<file path="src/rtl/fir_mac_param.sv">
// fir_mac_param: time-multiplexed FIR dot-product engine.
//   Holds TAPS samples (d) and TAPS weights (w) in serially loaded shift
//   chains. On start it computes sum(d[i]*w[i]) using LANES multipliers over
//   TAPS/LANES passes, through a product / adder-tree / accumulator pipeline,
//   then scales, optionally saturates and presents the result.
// Ports:
//   clk        rising-edge clock
//   rstb       synchronous active-high reset
//   load       shift data into the sample chain (ignored while busy)
//   wind       shift data into the weight chain (ignored while busy)
//   data       serial sample/weight input, DATA_W bits
//   start      request one computation (accepted only when idle)
//   is_signed  operand mode, latched when start is accepted
//   busy       computation in progress
//   out_valid  one-cycle result strobe
//   out        result, OUT_W bits, held until the next result
module fir_mac_param #(
  parameter int DATA_W = 16,
  parameter int TAPS   = 16,
  parameter int LANES  = 4,
  parameter int OUT_W  = 16,
  parameter int SHIFT  = 0,
  parameter int SAT    = 0
) (
  input  logic              clk,
  input  logic              rstb,
  input  logic              load,
  input  logic              wind,
  input  logic [DATA_W-1:0] data,
  input  logic              start,
  input  logic              is_signed,
  output logic              busy,
  output logic              out_valid,
  output logic [OUT_W-1:0]  out
);

  localparam int PASSES = TAPS / LANES;
  localparam int ACC_W  = 2 * DATA_W + $clog2(TAPS);
  localparam int PW     = 2 * DATA_W + 2;
  localparam int GW     = (PASSES > 1) ? $clog2(PASSES) : 1;
  localparam int XW     = ACC_W + 1;

  localparam logic [GW-1:0] G_LAST = GW'(PASSES - 1);

  localparam logic signed [XW-1:0] SMAX = {{(XW-OUT_W+1){1'b0}}, {(OUT_W-1){1'b1}}};
  localparam logic signed [XW-1:0] SMIN = {{(XW-OUT_W+1){1'b1}}, {(OUT_W-1){1'b0}}};
  localparam logic signed [XW-1:0] UMAX = {{(XW-OUT_W){1'b0}}, {OUT_W{1'b1}}};

  typedef enum logic [1:0] {IDLE, RUN, DRAIN} state_t;

  state_t          state, state_nx;
  logic [GW-1:0]   g, g_nx;
  logic [1:0]      dcnt, dcnt_nx;
  logic            accept;
  logic            sgn;

  logic [DATA_W-1:0] d [TAPS];
  logic [DATA_W-1:0] w [TAPS];

  logic [DATA_W-1:0]        op_d [LANES];
  logic [DATA_W-1:0]        op_w [LANES];
  logic signed [DATA_W:0]   ea   [LANES];
  logic signed [DATA_W:0]   eb   [LANES];
  logic signed [PW-1:0]     prod_c [LANES];

  logic signed [PW-1:0]     p1 [LANES];
  logic                     v1, f1, l1;

  logic signed [ACC_W-1:0]  sum_c;
  logic signed [ACC_W-1:0]  s2;
  logic                     v2, f2, l2;

  logic [ACC_W-1:0]         acc;
  logic                     v3;

  logic signed [XW-1:0]     ext_acc;
  logic signed [XW-1:0]     sh;
  logic [OUT_W-1:0]         res_c;

  // ---------------- control FSM ----------------
  always_ff @(posedge clk) begin
    if (rstb) begin
      state <= IDLE;
      g     <= '0;
      dcnt  <= '0;
      sgn   <= 1'b0;
    end else begin
      state <= state_nx;
      g     <= g_nx;
      dcnt  <= dcnt_nx;
      if (accept) sgn <= is_signed;
    end
  end

  always_comb begin
    state_nx = state;
    g_nx     = g;
    dcnt_nx  = dcnt;
    accept   = 1'b0;
    case (state)
      IDLE: begin
        if (start) begin
          state_nx = RUN;
          g_nx     = '0;
          accept   = 1'b1;
        end
      end
      RUN: begin
        if (g == G_LAST) begin
          state_nx = DRAIN;
          dcnt_nx  = '0;
        end else begin
          g_nx = g + 1'b1;
        end
      end
      DRAIN: begin
        if (dcnt == 2'd2) state_nx = IDLE;
        else              dcnt_nx  = dcnt + 1'b1;
      end
      default: state_nx = IDLE;
    endcase
  end

  assign busy = (state != IDLE);

  // ---------------- operand shift chains ----------------
  always_ff @(posedge clk) begin
    if (rstb) begin
      for (int unsigned i = 0; i < TAPS; i++) begin
        d[i] <= '0;
        w[i] <= '0;
      end
    end else if (!busy) begin
      if (load) begin
        d[0] <= data;
        for (int unsigned i = 1; i < TAPS; i++) d[i] <= d[i-1];
      end
      if (wind) begin
        w[0] <= data;
        for (int unsigned i = 1; i < TAPS; i++) w[i] <= w[i-1];
      end
    end
  end

  // ---------------- stage 1: lane products ----------------
  // Tap group selected by comparing g against each group index rather than
  // computing g*LANES+lane as an array index.
  always_comb begin
    for (int unsigned l = 0; l < LANES; l++) begin
      op_d[l] = '0;
      op_w[l] = '0;
    end
    for (int unsigned p = 0; p < PASSES; p++) begin
      if (g == GW'(p)) begin
        for (int unsigned l = 0; l < LANES; l++) begin
          op_d[l] = d[p*LANES + l];
          op_w[l] = w[p*LANES + l];
        end
      end
    end
    for (int unsigned l = 0; l < LANES; l++) begin
      ea[l]     = sgn ? {op_d[l][DATA_W-1], op_d[l]} : {1'b0, op_d[l]};
      eb[l]     = sgn ? {op_w[l][DATA_W-1], op_w[l]} : {1'b0, op_w[l]};
      prod_c[l] = ea[l] * eb[l];
    end
  end

  always_ff @(posedge clk) begin
    if (rstb) begin
      for (int unsigned l = 0; l < LANES; l++) p1[l] <= '0;
      v1 <= 1'b0;
      f1 <= 1'b0;
      l1 <= 1'b0;
    end else begin
      v1 <= (state == RUN);
      f1 <= (g == '0);
      l1 <= (g == G_LAST);
      if (state == RUN) begin
        for (int unsigned l = 0; l < LANES; l++) p1[l] <= prod_c[l];
      end
    end
  end

  // ---------------- stage 2: adder tree ----------------
  always_comb begin
    sum_c = '0;
    for (int unsigned l = 0; l < LANES; l++) sum_c = sum_c + ACC_W'(p1[l]);
  end

  always_ff @(posedge clk) begin
    if (rstb) begin
      s2 <= '0;
      v2 <= 1'b0;
      f2 <= 1'b0;
      l2 <= 1'b0;
    end else begin
      v2 <= v1;
      f2 <= f1;
      l2 <= l1;
      if (v1) s2 <= sum_c;
    end
  end

  // ---------------- stage 3: accumulator ----------------
  always_ff @(posedge clk) begin
    if (rstb) begin
      acc <= '0;
      v3  <= 1'b0;
    end else begin
      v3 <= v2 & l2;
      if (v2) acc <= f2 ? ACC_W'(s2) : acc + ACC_W'(s2);
    end
  end

  // ---------------- output scaling / saturation ----------------
  always_comb begin
    ext_acc = sgn ? {acc[ACC_W-1], acc} : {1'b0, acc};
    sh      = ext_acc >>> SHIFT;
    res_c   = sh[OUT_W-1:0];
    if (SAT != 0) begin
      if (sgn) begin
        if (sh > SMAX)      res_c = SMAX[OUT_W-1:0];
        else if (sh < SMIN) res_c = SMIN[OUT_W-1:0];
      end else if (sh > UMAX) begin
        res_c = UMAX[OUT_W-1:0];
      end
    end
  end

  always_ff @(posedge clk) begin
    if (rstb) begin
      out       <= '0;
      out_valid <= 1'b0;
    end else begin
      out_valid <= v3;
      if (v3) out <= res_c;
    end
  end

endmodule
</file>
<file path="config.mk">
export PLATFORM = sky130hd
export DESIGN_NAME = fir_mac_param
export DESIGN_NICKNAME = d
export VERILOG_FILES = /design/src/rtl/fir_mac_param.sv
export SDC_FILE = /design/constraint.sdc
export NUM_CORES = 2
export LEC_CHECK = 0
export ABC_AREA = 1
export ABC_CLOCK_PERIOD_IN_PS = 8300
export CAP_MARGIN = 20
export CORE_MARGIN = 2
export CORE_UTILIZATION = 58
export CTS_BUF_LIST = sky130_fd_sc_hd__clkbuf_8
export DETAILED_ROUTE_END_ITERATION = 12
export HOLD_SLACK_MARGIN = 0.08
export PLACE_DENSITY_LB_ADDON = 0.15
export SYNTH_ARGS = -nofsm -noshare
export SYNTH_HDL_FRONTEND = slang
export SYNTH_SLANG_ARGS = --single-unit
</file>
<file path="constraint.sdc">
create_clock -name clk -period 8.3 [get_ports clk]
set_clock_uncertainty 0.15 [all_clocks]
set_input_delay 1.245 -clock clk [delete_from_list [all_inputs] [get_ports clk]]
set_output_delay 1.245 -clock clk [all_outputs]
set_load 0.02 [all_outputs]
</file>
==> out/metrics.yaml <==
run_status: "finished clean"
start_util_pct: 58.4
intPower_mw: 7.68
width_of_the_die_um: 291
final_layout_size_suffix_gt1_share_pct: 4.87
p_per_area_nw_per_um2: 265
unrepaired_setup_endpoints_after_global_routing: "no"
cts_buffer_depth: 3
synth-seq-cells: 638
crit_path_end_kind: "flip-flop"
setup_violations: 0
synth.distinct_cells: 44
port_buffers: 38
global_route.overflow_total: 0
postSynthCellCount: 5758
cap_viol_max_count: 0
design.core.area_um2: 81800
synth_largest_area_cell: "sky130_fd_sc_hd__edfxtp_1"
fp.dieH_um: 291
dpl_worst_slack_ns: 0.734
worst_ep_required_time_ns: 8.67
placement_rows: 105
hpwlAfterDp_mm: 88.2
finalWeightedCongestion: 0.948
antenna_found_initial: 1
ys_dominant_reg_cell: "sky130_fd_sc_hd__edfxtp_1"
finalNetCount: 6452
wire_per_inst_um: 17.0
fp.dieArea_um2: 84700
cts_resized: 0
io-pin-count: 40
min-delay-path-class: "reg2reg"
synthToLayoutAreaGrowth_pct: 7.99
crit_path_start_kind: "flip-flop"
grt_util_all_layers_pct: 28.4
worst-path-max-fanout: 53
combPwrFrac_pct: 50.4
initialDrtViolationCount: 3168
ys_top_cells_by_area: "sky130_fd_sc_hd__edfxtp_1, sky130_fd_sc_hd__fa_1, sky130_fd_sc_hd__inv_1, sky130_fd_sc_hd__nand2_1, sky130_fd_sc_hd__ha_1"
cts.sink_count: 638
most_frequently_used_cell_type_in_the_post_synthesis_netlist: "sky130_fd_sc_hd__inv_1"
cts.reportedPaths.clkPinSlew_ns: 0.06
period_share_pct: 92.6
fraction_of_the_yosys_area_taken_by_sequential_cells_pct: 38.8
remaining_drc_errors: 0
number_of_enable_type_register_cells_in_the_synthesized_netlist: 576
pin_count_of_the_biggest_net_entering_global_routing: 169
detailedRoute.firstPassIterationCount: 6
post-route-min-period_ns: 7.68
grt_first_pass_wirelength_mm: 188
critical_path.most_common_cell: "sky130_fd_sc_hd__inv_1"
cts_inserted_buffers: 106
synthTopCellsByCount: "sky130_fd_sc_hd__inv_1, sky130_fd_sc_hd__nand2_1, sky130_fd_sc_hd__nor2_1, sky130_fd_sc_hd__edfxtp_1, sky130_fd_sc_hd__a21oi_1"
detail_route.wirelength_mm: 118
power.switching_mw: 6.00
irDropWorstVdd_mv: 0.177
pwr-share-seq_pct: 29.5
viasPerCell: 5.16
setup_total_negative_slack_ns: 0
clock-root-buffer: "sky130_fd_sc_hd__clkbuf_8"
timing.critical_path.slowest_cell_delay_ns: 0.63
clock_insertion_delay_worst_skew_ns: 0.77
synth_top_cell_area_share_pct: 36.2
netSwitchingFraction_pct: 43.9
fillCellCount: 7156
final_antenna_net_count: 0
crit_arrival_ns: 8.05
first_global_vias: 34900
synth_area_per_cell_um2: 8.30
warnings_from_yosys: 0
power.leakage_nw: 26.8
setup.worst_path.class: "reg2reg"
cts_tree: "yes"
power.clock.fraction_pct: 20.0
postCtsHoldBufs: 0
worst-slew-pin-transition_ns: 1.13
post-cts-setup-buffer-count: 0
timing_hold_violations_final: 0
ctsHtreeMaxLevel: 3
synth-async-reset-ratio_pct: 0
netlist_area_um2: 47800
vias: 35900
slew_headroom_pct: 24.8
timing.fmax_ghz: 0.130
synth_nets: 6414
crit_path_top_delay_cell: "sky130_fd_sc_hd__ha_4"
total_count_of_max_transition_violations_in_the_final_report: 0
final.setup.worst_slack_ns: 0.616
[through the flow]
step | util, % | instances | power, mW | hold WS (ns) | instance area (µm²)
floorplan | - | 5758 | 9.04 | 0.238 | 47800
global placement | 60.5 | 6757 | 10.8 | 0.241 | 49500
detailed placement | 60.6 | 6758 | 11.0 | 0.243 | 49600
CTS | 63.0 | 6947 | 13.8 | 0.260 | 51600
global route | 63.0 | 6948 | 14.9 | 0.268 | 51600
finish | 63.0 | 6948 | 13.7 | 0.255 | 51600
[cell families after synthesis]
| group | after synthesis | synth area share (%) |
|---|---|---|
| XOR/XNOR | 52 | 0.953 |
| AND/OR/NAND/NOR | 1890 | 15.4 |
| adder cells (fa/ha/maj) | 634 | 22.1 |
| AO/OA/AOI/OAI | 706 | 7.95 |
| flip-flops | 638 | 38.8 |
| buffers and inverters | 1838 | 14.7 |
[layout make-up]
cell class	instances	area, µm²	area share [%]
antenna	1	2.50	0.00485
clock buffer	115	1580	3.07
clock inverter	74	454	0.880
inverter	1626	6100	11.8
multi-input combinational	3282	22300	43.2
sequential	638	18500	35.9
tap	1070	1340	2.59
timing repair buffer	142	1290	2.51
[power by group through the flow]
stage          combinational (mW)  clock (mW)  sequential [mW]
2_1_floorplan                4.96           0             4.08
3_3_place_gp                 6.69           0             4.10
3_5_place_dp                 6.85           0             4.11
4_1_cts                      6.92        2.79             4.05
5_1_grt                      7.92        2.93             4.07
6_report                     6.90        2.74             4.04
[per-layer routing]
layer	part of all wire [%]	GRT usage [%]	up-vias
met1	42	38.3	17200
met5	0	0	-
met3	6.8	4.59	217
li1	-	-	17400
met2	46	45.7	1082
met4	4.5	12.6	0
[worst paths after layout]
check,startpoint,end,slack [ns],cells after the start
worst max-delay path,g[0]$_SDFFE_PP0P_,p1[0][15]$_SDFFCE_PN0P_,0.62,29
worst min-delay path,l1$_SDFF_PP0_,l2$_SDFF_PP0_,0.25,2
worst max register to register,g[0]$_SDFFE_PP0P_,p1[0][15]$_SDFFCE_PN0P_,0.62,29
worst min register to register,l1$_SDFF_PP0_,l2$_SDFF_PP0_,0.25,2
[state kept, by name, indices dropped and copies added, names as in the netlist, 2 cells and up]
register / flops
acc: 16
d: 256
dcnt: 2
g: 2
out: 16
p1: 64
s2: 16
state: 2
w: 256
[cell usage in the layout (no fill, tap or decap), types with 5 or more instances in the layout]
cell | Yosys | final
sky130_fd_sc_hd__inv_1 | 1615 | 1665
sky130_fd_sc_hd__nand2_1 | 1065 | 1062
sky130_fd_sc_hd__nor2_1 | 673 | 672
sky130_fd_sc_hd__edfxtp_1 | 576 | 576
sky130_fd_sc_hd__a21oi_1 | 359 | 359
sky130_fd_sc_hd__fa_1 | 351 | 351
sky130_fd_sc_hd__ha_1 | 283 | 280
sky130_fd_sc_hd__o21ai_0 | 159 | 158
sky130_fd_sc_hd__clkbuf_8 | 0 | 116
sky130_fd_sc_hd__nand3_1 | 104 | 102
sky130_fd_sc_hd__o21ai_1 | 94 | 94
sky130_fd_sc_hd__buf_4 | 19 | 93
sky130_fd_sc_hd__dfxtp_1 | 62 | 62
sky130_fd_sc_hd__clkdlybuf4s50_1 | 0 | 37
sky130_fd_sc_hd__xor2_1 | 32 | 32
sky130_fd_sc_hd__nand3b_1 | 24 | 24
sky130_fd_sc_hd__o21ai_2 | 20 | 21
sky130_fd_sc_hd__xnor2_1 | 20 | 20
sky130_fd_sc_hd__o211ai_1 | 13 | 13
sky130_fd_sc_hd__o22ai_1 | 12 | 12
sky130_fd_sc_hd__clkinv_1 | 6 | 12
sky130_fd_sc_hd__clkinv_2 | 0 | 10
sky130_fd_sc_hd__a21o_1 | 10 | 10
sky130_fd_sc_hd__buf_12 | 0 | 10
sky130_fd_sc_hd__nor3_1 | 8 | 8
sky130_fd_sc_hd__a31oi_1 | 7 | 7
sky130_fd_sc_hd__nand4_1 | 7 | 7
sky130_fd_sc_hd__a22oi_1 | 7 | 7
sky130_fd_sc_hd__nand2_2 | 5 | 6
sky130_fd_sc_hd__o22ai_2 | 5 | 5
[worst max-delay path: cells and delay by family (launching register included)]
family / cells / cell delay, ns
buf+inv: 8 / 1.20
simple gates: 8 / 0.68
fa+ha+maj: 8 / 3.75
flops: 1 / 0.38
compound gates: 5 / 1.21
Note: power is estimated with default switching activity, not from simulation.
